$ cat config.mk
export PLATFORM = sky130hd
export DESIGN_NAME = spike_winner_decoder
export DESIGN_NICKNAME = d
export VERILOG_FILES = /design/src/rtl/spike_winner_decoder.sv
export SDC_FILE = /design/constraint.sdc
export NUM_CORES = 1
export LEC_CHECK = 0
export BUFFER_PORTS_ARGS = -buffer_cell sky130_fd_sc_hd__buf_4
export CORE_MARGIN = 2
export CORE_UTILIZATION = 45
export DETAILED_ROUTE_END_ITERATION = 8
export HOLD_SLACK_MARGIN = 0.06
export PLACE_DENSITY = 0.6
export SYNTH_ARGS = -nofsm -noshare
export SYNTH_HDL_FRONTEND = slang
export SYNTH_SLANG_ARGS = --single-unit
$ cat constraint.sdc
create_clock -name i_clk -period 6.3 [get_ports i_clk]
set_clock_uncertainty 0.1 [all_clocks]
set_input_delay 0.63 -clock i_clk [delete_from_list [all_inputs] [get_ports i_clk]]
set_output_delay 0.63 -clock i_clk [all_outputs]
set_load 0.05 [all_outputs]
$ cat src/rtl/spike_winner_decoder.sv
// Decodes one pattern window of network output spikes into the winning neuron,
// its spike count and a saturation flag, delivered over a valid/ready handshake.
module spike_winner_decoder #(
  parameter int p_n      = 8,
  parameter int p_window = 100,
  parameter int p_cnt_w  = 8,
  parameter int p_idx_w  = 4
) (
  input  logic               i_clk,
  input  logic               i_rst_n,
  input  logic [p_n:1]       i_spike,
  input  logic               i_pattern_start,
  input  logic               i_endof_epochs,
  input  logic               i_ready,
  output logic               o_valid,
  output logic [p_idx_w-1:0] o_winner,
  output logic [p_cnt_w-1:0] o_count,
  output logic               o_saturated,
  output logic               o_infer,
  output logic               o_missed
);

  typedef enum logic [1:0] {S_IDLE, S_COUNT, S_RESOLVE, S_HOLD} state_e;

  localparam int                 c_tmr_w   = $clog2(p_window + 1);
  localparam logic [c_tmr_w-1:0] c_tmr_end = c_tmr_w'(p_window);
  localparam logic [p_idx_w-1:0] c_idx_end = p_idx_w'(p_n);
  localparam logic [p_cnt_w-1:0] c_cnt_max = '1;

  state_e               state_q, state_d;
  logic [p_cnt_w-1:0]   cnt_q [p_n];
  logic [p_cnt_w-1:0]   cnt_d [p_n];
  logic                 sat_q, sat_d;
  logic [c_tmr_w-1:0]   tmr_q, tmr_d;
  logic [p_idx_w-1:0]   rsv_idx_q, rsv_idx_d;
  logic [p_idx_w-1:0]   best_idx_q, best_idx_d;
  logic [p_cnt_w-1:0]   best_cnt_q, best_cnt_d;
  logic [p_idx_w-1:0]   winner_q, winner_d;
  logic [p_cnt_w-1:0]   count_q, count_d;
  logic                 saturated_q, saturated_d;
  logic                 infer_q, infer_d;
  logic                 missed_q, missed_d;

  logic                 handshake, start_win, last_count, last_resolve, better;
  logic [p_cnt_w-1:0]   cur_cnt, cand_cnt;
  logic [p_idx_w-1:0]   cand_idx;

  // A start is honoured when idle, mid-window (restart) or on the accepting HOLD cycle.
  always_comb begin
    handshake    = (state_q == S_HOLD) && i_ready;
    start_win    = i_pattern_start &&
                   ((state_q == S_IDLE) || (state_q == S_COUNT) || handshake);
    last_count   = (state_q == S_COUNT) && (tmr_q == c_tmr_end);
    last_resolve = (state_q == S_RESOLVE) && (rsv_idx_q == c_idx_end);
  end

  always_ff @(posedge i_clk or negedge i_rst_n) begin
    if (!i_rst_n) begin
      state_q <= S_IDLE;
    end else begin
      // NOTE: sequential state uses non-blocking assignment so every register
      // samples pre-edge values regardless of process ordering.
      state_q <= state_d;
    end
  end

  always_comb begin
    state_d = state_q;
    unique case (state_q)
      S_IDLE:    if (start_win) state_d = S_COUNT;
      S_COUNT:   if (!start_win && last_count) state_d = S_RESOLVE;
      S_RESOLVE: if (last_resolve) state_d = S_HOLD;
      S_HOLD:    if (start_win) state_d = S_COUNT;
                 else if (handshake) state_d = S_IDLE;
      default:   state_d = S_IDLE;
    endcase
  end

  always_comb begin
    o_valid = (state_q == S_HOLD);
  end

  // Per-neuron saturating counters; a start clears and adds the coincident spikes.
  always_comb begin
    // NOTE: every combinational output gets a default first so no path can
    // leave it unassigned and infer a latch.
    cnt_d = cnt_q;
    sat_d = sat_q;
    tmr_d = tmr_q;
    if (start_win) begin
      sat_d = 1'b0;
      tmr_d = c_tmr_w'(1);
      for (int i = 0; i < p_n; i++) cnt_d[i] = p_cnt_w'(i_spike[i+1]);
    end else if (state_q == S_COUNT) begin
      tmr_d = tmr_q + c_tmr_w'(1);
      for (int i = 0; i < p_n; i++) begin
        if (i_spike[i+1]) begin
          if (cnt_q[i] == c_cnt_max) sat_d = 1'b1;
          else cnt_d[i] = cnt_q[i] + p_cnt_w'(1);
        end
      end
    end
  end

  always_comb begin
    cur_cnt = '0;
    for (int i = 0; i < p_n; i++) begin
      if (rsv_idx_q == p_idx_w'(i + 1)) cur_cnt = cnt_q[i];
    end
    // Strict compare keeps the lowest index on a tie.
    better   = (state_q == S_RESOLVE) && (cur_cnt > best_cnt_q);
    cand_idx = better ? rsv_idx_q : best_idx_q;
    cand_cnt = better ? cur_cnt : best_cnt_q;
  end

  always_comb begin
    rsv_idx_d   = rsv_idx_q;
    best_idx_d  = best_idx_q;
    best_cnt_d  = best_cnt_q;
    winner_d    = winner_q;
    count_d     = count_q;
    saturated_d = saturated_q;
    if ((state_q == S_COUNT) && (state_d == S_RESOLVE)) begin
      rsv_idx_d  = p_idx_w'(1);
      best_idx_d = '0;
      best_cnt_d = '0;
    end else if (state_q == S_RESOLVE) begin
      rsv_idx_d  = rsv_idx_q + p_idx_w'(1);
      best_idx_d = cand_idx;
      best_cnt_d = cand_cnt;
      if (last_resolve) begin
        winner_d    = cand_idx;
        count_d     = cand_cnt;
        saturated_d = sat_q;
      end
    end
    infer_d  = start_win ? i_endof_epochs : infer_q;
    missed_d = i_pattern_start && (state_q != S_IDLE) && !handshake;
  end

  always_ff @(posedge i_clk or negedge i_rst_n) begin
    if (!i_rst_n) begin
      // NOTE: the counter array is reset like any other register; it is small
      // flop storage, not a RAM, and must read zero straight out of reset.
      cnt_q       <= '{default: '0};
      sat_q       <= 1'b0;
      tmr_q       <= '0;
      rsv_idx_q   <= '0;
      best_idx_q  <= '0;
      best_cnt_q  <= '0;
      winner_q    <= '0;
      count_q     <= '0;
      saturated_q <= 1'b0;
      infer_q     <= 1'b0;
      missed_q    <= 1'b0;
    end else begin
      cnt_q       <= cnt_d;
      sat_q       <= sat_d;
      tmr_q       <= tmr_d;
      rsv_idx_q   <= rsv_idx_d;
      best_idx_q  <= best_idx_d;
      best_cnt_q  <= best_cnt_d;
      winner_q    <= winner_d;
      count_q     <= count_d;
      saturated_q <= saturated_d;
      infer_q     <= infer_d;
      missed_q    <= missed_d;
    end
  end

  assign o_winner    = winner_q;
  assign o_count     = count_q;
  assign o_saturated = saturated_q;
  assign o_infer     = infer_q;
  assign o_missed    = missed_q;

endmodule

==> flow_summary_export.csv, run 1 <==
group,metric,value,unit
placement,io_buffers,28,
cts,cts_hold_buf,0,
die,die_y,121,µm
run,maxCapViolCount,0,
finish,area_growth,10.0,%
status,status,"finished clean",
yosys,ys_seq_elements,105,
finish,n_antenna_cell,0,
timing,maxSlewViolCount,0,
critical_path,endpoint_kind,"flop",
placement,dp_hpwl,10700,µm
routing,drtAntennaViolNets,0,
pwr,intPower,1.06,mW
yosys,synth-compound-area-share,15.7,%
routing,firstDrtPassIters,5,
critical_path,path_delay_family,"compound AO/OA/AOI/OAI gates",
routing,routed_via_density,5.66,
critical_path,reg2reg_from,"rsv_idx_q[0]",
timing,setup_viol,0,
global_routing,antenna_found_initial,0,
cts,post_cts_buffers,0,
routing,wl_per_cell,17.4,µm
yosys,synth_cell_type_count,60,
timing,final.setup.tns,0,ps
placement,pre_cts_ws,1960,ps
cts,clock_insertion_delay_worst_skew,360,ps
critical_path,start_kind,"flop",
die,placementRows,42,
timing,rsz0062_at_grt,"false",
yosys,yosysWarningCount,0,
critical_path,r2r_cells,12,
pwr,power_density,207,nW/µm²
timing,period_share,70.2,%
placement,routabilityCongestion,0.903,
critical_path,required,6390,ps
timing,slew_headroom,24.8,%
pwr,p_leak,2.91,nW
routing,via_count,4855,
routing,drt_iter0_markers,487,
finish,fin_cells,858,
cts,cts_buffer_depth,2,
global_routing,grt_usage,21.8,%
cts,clkTransAtPathRegs,70,ps
die,dieArea,14600,µm²
yosys,synth_area,6140,µm²
yosys,synth-main-ff-cell,"dfrtp_1",
yosys,synthMuxAreaShare,3.08,%
pwr,power.share.switching,24.5,%
yosys,synth-xor-area-share,7.42,%
yosys,synth-seq-area-share,42.8,%
critical_path,critPathLaunch,"rsv_idx_q[0]",
pwr,switchingPower,343,µW
timing,final-hold-violation-count,0,
critical_path,cp_max_fo,26,
yosys,async_flop_share,100,%
timing,period_needed,4420,ps
yosys,synth_fa_ha_area_share,4.48,%
yosys,synth_nets,700,
global_routing,grt_pass1_vias,4605,
routing,drc,0,
cts,cts-root-buf,"clkbuf_16",
hold_path,hp-class,"primary input to async pin",
die,start_util,46.2,%
global_routing,grt_max_degree,80,
yosys,syn_inst,665,
timing,tightest_slew,1120,ps
die,die_w,121,µm
finish,fillCellCount,1236,
yosys,synth-simple-area-share,22.3,%
critical_path,critPathMaxStageDelay,910,ps
pwr,power_frac_clock,41.5,%
yosys,synth_top_family_by_area,"simple AND/OR/NAND/NOR gates",
global_routing,grt-ovfl-total,0,
yosys,synth-edff-count,0,
pwr,p_seq_share,51.5,%
critical_path,rrSetupSlack,1880,ps
finish,fin_util,50.8,%
pwr,p_comb_share,7.0,%
critical_path,crit_arrival,4510,ps
cts,postCtsResizedCells,0,
critical_path,crit_type,"flop to flop",
global_routing,grt_pass1_wl,24600,µm
cts,tritoncts,"yes",
pwr,vdd_ir_drop_max,0.113,mV
placement,place_inst,842,
finish,final-seq-area,2630,µm²
die,io_pins,29,
timing,fmax,226,MHz
finish,drive_above_1_share,11.1,%
cts,cts_sinks,105,
critical_path,worst-path-buf-inv,1,
die,core-area,13300,µm²
timing,holdWs,167,ps
critical_path,crit_chain,"inv_1, ha_1, nor2b_1, a221oi_1, nor3_1, o31a_1, ha_1, nor2b_1, o211ai_1, a21oi_1, o21ai_0, o211ai_1",
cts,cts_made_buffers,9,
finish,finalNetCount,712,
routing,totalWireLength,15000,µm
yosys,synth.avg_cell_area,9.23,µm²
cts,cts_max_level,3,
critical_path,critPathSlowestCell,"o21ai_0",
finish,multi_input_area,3260,µm²
timing,setup_ws,1880,ps
critical_path,worstReg2RegEnd,"o_count[6]",
sequential cells by signal, summed over array words and instances (netlist names):
name / flops
sat_q: 1
o_infer: 1
rsv_idx_q: 4
tmr_q: 7
o_count: 8
state_q: 2
cnt_q: 64
o_missed: 1
best_cnt_q: 8
best_idx_q: 4
o_winner: 4
o_saturated: 1
power groups by stage:
stage / Clock, mW / Combinational [mW] / Sequential (mW)
6_report: 0.582 / 0.0983 / 0.721
5_1_grt: 0.619 / 0.113 / 0.724
4_1_cts: 0.592 / 0.100 / 0.721
3_5_place_dp: 0 / 0.0997 / 0.735
3_3_place_gp: 0 / 0.0969 / 0.734
2_1_floorplan: 0 / 0.0589 / 0.725
layout by cell type, fill, tap and decap left out, types with 5 or more instances in the layout:
| cell | Yosys | routed |
|---|---|---|
| buf_4 | 2 | 31 |
| xor2_1 | 17 | 17 |
| xnor2_1 | 35 | 35 |
| mux2_2 | 7 | 7 |
| and3_1 | 8 | 8 |
| nand3_1 | 25 | 25 |
| or3_1 | 12 | 12 |
| a221oi_1 | 13 | 13 |
| nand4_1 | 20 | 20 |
| dfrtp_1 | 105 | 105 |
| inv_1 | 28 | 28 |
| nand3b_1 | 9 | 9 |
| nand2_1 | 72 | 72 |
| ha_1 | 22 | 22 |
| o21ai_0 | 28 | 28 |
| o211ai_1 | 11 | 11 |
| nor3_1 | 27 | 27 |
| nor2_1 | 85 | 85 |
| clkbuf_16 | 0 | 9 |
| o22ai_1 | 7 | 7 |
| o211ai_4 | 5 | 5 |
| a21oi_1 | 31 | 31 |
| mux2i_1 | 11 | 11 |
| nand2b_1 | 5 | 5 |
layer usage:
metal  global-route usage (%)  part of all wire (%)  wire length (µm)
met2                     33.8                    46              6950
met5                        0                     0                 0
met3                     3.63                   3.6               534
met4                     7.27                   2.0               300
met1                     31.1                    48              7170
metrics by stage:
step / instance area (µm²) / power (mW)
floorplan: 6140 / 0.783
global placement: 6450 / 0.831
detailed placement: 6450 / 0.834
CTS: 6760 / 1.41
global route: 6760 / 1.46
finish: 6760 / 1.40
cell type report:
type / count / share of cell area [%]
Tap cell: 176 / 3.26
Clock inverter: 5 / 0.796
Multi-Input combinational cell: 502 / 48.3
Clock buffer: 11 / 3.74
Inverter: 28 / 1.56
Sequential cell: 105 / 38.9
Timing Repair Buffer: 31 / 3.44
synth_stat cells, types with 13 or more instances:
cell        n  area, µm²
inv_1      28        105
a21oi_1    31        155
a221oi_1   13        114
xor2_1     17        149
nand2_1    72        270
xnor2_1    35        307
nor2_1     85        319
buf_2      16       80.1
nor3_1     27        135
nand4_1    20        125
o21ai_0    28        140
nand3_1    25        125
dfrtp_1   105       2630
ha_1       22        275
worst max path at each step:
stage	endpoint	slack, ps	cells past startpoint
2_1_floorplan	best_cnt_q[2]	3080	15
3_3_place_gp	o_count[6]	2210	12
3_5_place_dp	o_count[6]	1960	12
4_1_cts	o_count[6]	1940	12
5_1_grt	o_count[6]	1470	12
6_report	o_count[6]	1880	12
worst register-to-register path, delay by kind of cell (launching register included):
| kind | cells | cell delay [ps] |
|---|---|---|
| AO/OA/AOI/OAI | 6 | 2190 |
| adder cells (fa/ha/maj) | 2 | 1000 |
| flip-flops | 1 | 470 |
| AND/OR/NAND/NOR | 3 | 360 |
| buffers and inverters | 1 | 150 |
cell families after synthesis:
kind of cell | after synthesis
XOR/XNOR | 52
multiplexers | 18
AND/OR/NAND/NOR | 284
AO/OA/AOI/OAI | 126
adder cells (fa/ha/maj) | 22
buffers and inverters | 58
flip-flops | 105
No activity file was read; power rests on OpenSTA's default activity.
==> run 2, diff against run 1 <==
PLACE_DENSITY = 0.63   (was 0.6)
clock period = 3.8 ns   (was 6.3 ns; I/O delays follow)
==> run 2 against run 1 <==
  * Combinational power increased by 69%
  * Non-clock buffer count up 13
  * Clock-buffer cell count increased by 1
  * Sequential power grew 65%
  * Worst hold slack worse by 55 ps
  * Die area did not move
  * Global-route usage rose by 0.33 points
  * Total power grew 66%
  * Final cell count grew 1.5%
  * Register-to-register slack lost 1600 ps
  * Critical path type unchanged
  * Highest routed layer unchanged
==> flow_summary_export.csv, run 2 (synthesized netlist as in run 1, its figures left out) <==
group,metric,value,unit
finish,drive_above_1_share,12.9,%
hold_path,hp-class,"primary input to flop",
pwr,p_comb_share,7.1,%
placement,io_buffers,28,
routing,wl_per_cell,17.4,µm
routing,totalWireLength,15100,µm
finish,largest_register_ffs,64,
routing,drt_iter0_markers,392,
hold_path,min_from,"i_endof_epochs",
hold_path,hold_depth,3,
timing,period_share,93.8,%
finish,largest_register,"cnt_q",
routing,routed_via_density,5.70,
cts,tritoncts,"yes",
critical_path,endpoint_kind,"flop",
hold_path,hold_end,"o_infer",
global_routing,grt_pass1_vias,4777,
timing,fmax,280,MHz
finish,final_common_cell,"dfrtp_1",
finish,mostFrequentLayoutCells,"dfrtp_1 (104), nor2_1 (85), nand2_1 (72)",
finish,n_antenna_cell,0,
pwr,power_density,338,nW/µm²
cts,cts_sinks,105,
global_routing,grt-ovfl-total,0,
cts,cts_made_buffers,9,
critical_path,rrSetupSlack,230,ps
cts,post_cts_buffers,0,
timing,period_needed,3570,ps
placement,dp_hpwl,11100,µm
placement,routabilityCongestion,0.949,
timing,setup_viol,0,
cts,clock_insertion_delay_worst_skew,360,ps
run,maxCapViolCount,0,
pwr,fin_total_pwr,2.33,mW
global_routing,grt_usage,22.2,%
die,die_w,121,µm
die,placementRows,42,
routing,firstDrtPassIters,5,
die,die_y,121,µm
status,status,"finished clean",
global_routing,grt_pass1_wl,25100,µm
pwr,intPower,1.76,mW
critical_path,r2r_cells,13,
cts,clkTransAtPathRegs,70,ps
finish,final-seq-area,2630,µm²
timing,final-hold-violation-count,0,
finish,fin_cells,871,
cts,cts_max_level,3,
finish,fillCellCount,1260,
global_routing,antenna_found_initial,0,
die,io_pins,29,
routing,via_count,4961,
timing,maxSlewViolCount,0,
timing,tightest_slew,912,ps
critical_path,reg2reg_from,"rsv_idx_q[0]",
pwr,p_seq_share,51.2,%
routing,drc,0,
timing,rsz0062_at_grt,"false",
finish,multi_input_area,3280,µm²
routing,drtAntennaViolNets,0,
die,core-area,13300,µm²
pwr,power_frac_clock,41.7,%
finish,finalNetCount,725,
timing,holdWs,112,ps
finish,area_growth,12.1,%
pwr,vdd_ir_drop_max,0.192,mV
cts,cts-root-buf,"clkbuf_16",
timing,final.setup.tns,0,ps
critical_path,crit_arrival,3710,ps
critical_path,cp_max_fo,19,
pwr,p_leak,2.96,nW
critical_path,required,3940,ps
placement,place_inst,854,
pwr,switchingPower,571,µW
global_routing,grt_max_degree,63,
cts,cts_buffer_depth,2,
finish,fin_util,51.8,%
timing,slew_headroom,39.1,%
pwr,power.share.switching,24.5,%
critical_path,worstReg2RegEnd,"best_cnt_q[2]",
critical_path,crit_type,"flop to flop",
critical_path,start_kind,"flop",
die,dieArea,14600,µm²
die,start_util,46.2,%
run 2: cell type report:
cell class                      instances  area share, %
Multi-Input combinational cell        502           47.6
Clock buffer                           12           3.72
Clock inverter                          4          0.745
Inverter                               28           1.53
Sequential cell                       105           38.2
Tap cell                              176           3.20
Timing Repair Buffer                   44           5.01
run 2: metrics by stage:
step           instance area [µm²]  setup slack, ps
2_1_floorplan                 6140              575
3_3_place_gp                  6550              305
3_5_place_dp                  6550              123
4_1_cts                       6870             99.3
5_1_grt                       6890             37.3
6_report                      6890              234
run 2: per-layer routing:
| layer | vias to the layer above | global-route usage [%] | routed length (µm) |
|---|---|---|---|
| li1 | 2413 | - | - |
| met1 | 2392 | 29.9 | 7100 |
| met2 | 127 | 35.3 | 7010 |
| met3 | 29 | 3.16 | 535 |
| met4 | 0 | 10.3 | 488 |
| met5 | - | 0 | 0 |
run 2: power groups by stage:
stage	clock network (mW)	registers [mW]	logic (mW)
finish	0.971	1.19	0.166
global placement	0	1.22	0.161
global route	1.03	1.20	0.190
CTS	0.984	1.19	0.170
detailed placement	0	1.22	0.167
floorplan	0	1.20	0.0977
run 2: worst max path at each step:
stage                      start             to  slack (ps)  depth (start not counted)
floorplan           rsv_idx_q[0]  best_cnt_q[2]         580                         15
global placement    rsv_idx_q[1]  best_cnt_q[7]         310                         13
detailed placement  rsv_idx_q[0]  best_cnt_q[7]         120                         13
CTS                 rsv_idx_q[0]  best_cnt_q[7]         100                         13
global route        rsv_idx_q[0]  best_cnt_q[7]          40                         13
finish              rsv_idx_q[0]  best_cnt_q[2]         230                         13
run 2: timing repair:
item	4_1_cts	5_1_grt
hold endpoints to repair	60	0
gates resized for setup	0	4
hold buffers	1	0
setup endpoints to repair	0	21
run 2: critical path, stage by stage, from the launching register on:
cell and delay (ps):
dfrtp_2 470, inv_1 130, ha_2 390, nor2b_1 100, a221oi_1 320, nor3_1 90, o31a_1 320, ha_1 300
and4_1 250, nand2b_1 100, and3_1 210, a21oi_2 150, buf_4 170, mux2_2 340
==> run 3, diff against run 2 <==
CORE_ASPECT_RATIO = 2   (was unset)
CTS_CLUSTER_DIAMETER = 150   (was unset)
PLACE_DENSITY = 0.64   (was 0.63)
==> run 3 against run 2 <==
  * Non-clock buffer count down 3
  * Via count up 0.24%
  * Combinational power about the same
  * Global-route usage up 0.88 points
  * Flip-flop and latch count unchanged
  * Worst setup slack worse by 16 ps
  * Sequential share of layout area up 0.22 points
  * Maximum frequency down 0.43%
==> flow_summary_export.csv, run 3 (synthesized netlist as in run 1, its figures left out) <==
group,metric,value,unit
status,status,"finished clean",
cts,cts-root-buf,"clkbuf_16",
die,placementRows,60,
pwr,switchingPower,606,µW
global_routing,grt_pass1_wl,26500,µm
placement,place_inst,831,
finish,final_area,6840,µm²
finish,largest_register,"cnt_q",
timing,rsz0062_at_grt,"false",
critical_path,crit_type,"flop to flop",
placement,pre_cts_ws,103,ps
die,die_y,169,µm
global_routing,grt_pass1_vias,5176,
timing,slew_headroom,39.5,%
timing,setup_viol,0,
pwr,power_density,352,nW/µm²
timing,setup_ws,219,ps
cts,cts_sinks,105,
global_routing,met2_usage,43.1,%
routing,firstDrtPassIters,4,
cts,cts_max_level,3,
hold_path,hp-class,"primary input to async pin",
pwr,vdd_ir_drop_max,0.186,mV
routing,drt_iter0_markers,261,
routing,via_count,4973,
critical_path,cp_max_fo,11,
cts,cts_buffer_depth,2,
routing,totalWireLength,16000,µm
placement,dp_hpwl,12200,µm
cts,postCtsResizedCells,0,
global_routing,grt-ovfl-total,0,
global_routing,grtUsageMet3,2.97,%
pwr,intPower,1.80,mW
finish,mostFrequentLayoutCells,"dfrtp_1 (105), nor2_1 (85), nand2_1 (72)",
finish,final_common_cell,"dfrtp_1",
routing,drc,0,
pwr,p_seq_share,49.6,%
routing,drtAntennaViolNets,0,
finish,finalNetCount,722,
timing,maxSlewViolCount,0,
critical_path,required,3930,ps
routing,routed_via_density,5.87,
routing,wl_per_cell,18.8,µm
pwr,power_frac_clock,43.6,%
cts,cts_made_buffers,9,
critical_path,endpoint_kind,"flop",
global_routing,met1_usage,25.0,%
global_routing,grt_max_degree,73,
critical_path,crit_arrival,3710,ps
timing,tightest_slew,907,ps
finish,largest_register_ffs,64,
timing,period_share,94.2,%
timing,fmax,279,MHz
die,dieArea,14700,µm²
finish,fin_cells,847,
cts,post_cts_buffers,0,
finish,n_antenna_cell,0,
placement,dpl-instance-area,6500,µm²
finish,drive_above_1_share,13.0,%
die,core-area,13400,µm²
die,die_w,86.6,µm
critical_path,r2r_cells,13,
placement,io_buffers,28,
cts,cts_hold_buf,0,
die,start_util,46.0,%
cts,tritoncts,"yes",
timing,period_needed,3580,ps
placement,routabilityCongestion,0.941,
timing,final.setup.tns,0,ps
finish,area_growth,11.5,%
global_routing,antenna_found_initial,0,
critical_path,start_kind,"flop",
cts,clock_insertion_delay_worst_skew,360,ps
timing,final-hold-violation-count,0,
global_routing,grt_usage,23.0,%
die,io_pins,29,
global_routing,gr-max-usage-layer,"met2",
pwr,p_comb_share,6.8,%
cts,clkTransAtPathRegs,70,ps
pwr,power.share.switching,25.2,%
run,maxCapViolCount,0,
pwr,p_leak,2.96,nW
finish,fin_util,51.2,%
==> run 3: power by group through the flow <==
stage / combinational [mW] / clock, mW / sequential, mW
6_report: 0.164 / 1.05 / 1.19
5_1_grt: 0.189 / 1.10 / 1.20
4_1_cts: 0.168 / 1.06 / 1.19
3_5_place_dp: 0.167 / 0 / 1.22
3_3_place_gp: 0.162 / 0 / 1.22
2_1_floorplan: 0.0977 / 0 / 1.20
==> run 3: per-stage QoR <==
| stage | total power [mW] | hold WS (ps) |
|---|---|---|
| final | 2.41 | 18.4 |
| after global routing | 2.49 | 124 |
| after CTS | 2.42 | 82.0 |
| after detailed placement | 1.38 | 367 |
| after global placement | 1.38 | 362 |
| after floorplan | 1.30 | -15.6 |
==> run 3: cell type report <==
type                    instances  area (µm²)
repair buffers                 41         308
clock buffers                   9         225
well taps                     155         194
multi-input cells             502        3280
fillers                      1258        6520
clock inverters                 7         106
flip-flops and latches        105        2630
inverters                      28         105
==> run 3: worst paths after layout <==
path,start,endpoint,slack (ps)
setup / recovery,rsv_idx_q[1],best_cnt_q[6],220
hold / removal,i_rst_n,cnt_q[17],20
setup reg to reg,rsv_idx_q[1],best_cnt_q[6],220
hold reg to reg,o_saturated,o_saturated,380
max in group asynchronous,i_rst_n,best_cnt_q[1],2680
min in group i_clk,i_endof_epochs,o_infer,110
==> run 3: routing by layer <==
| metal | vias up | share of wire (%) |
|---|---|---|
| met5 | - | 0 |
| met4 | 0 | 5.0 |
| met3 | 41 | 2.0 |
| met2 | 82 | 55 |
| met1 | 2452 | 38 |
| li1 | 2398 | - |
==> run 3: worst max-delay path, stage by stage (launching register included) <==
cell and delay [ps]:
dfrtp_1 440, inv_1 150, ha_2 320, and4bb_2 310, o2bb2ai_1 140, nor3_1 360, a211oi_2 90, ha_1 300
nand4_1 150, nand2b_1 210, and3_1 220, a21oi_2 140, buf_4 190, mux2_2 340
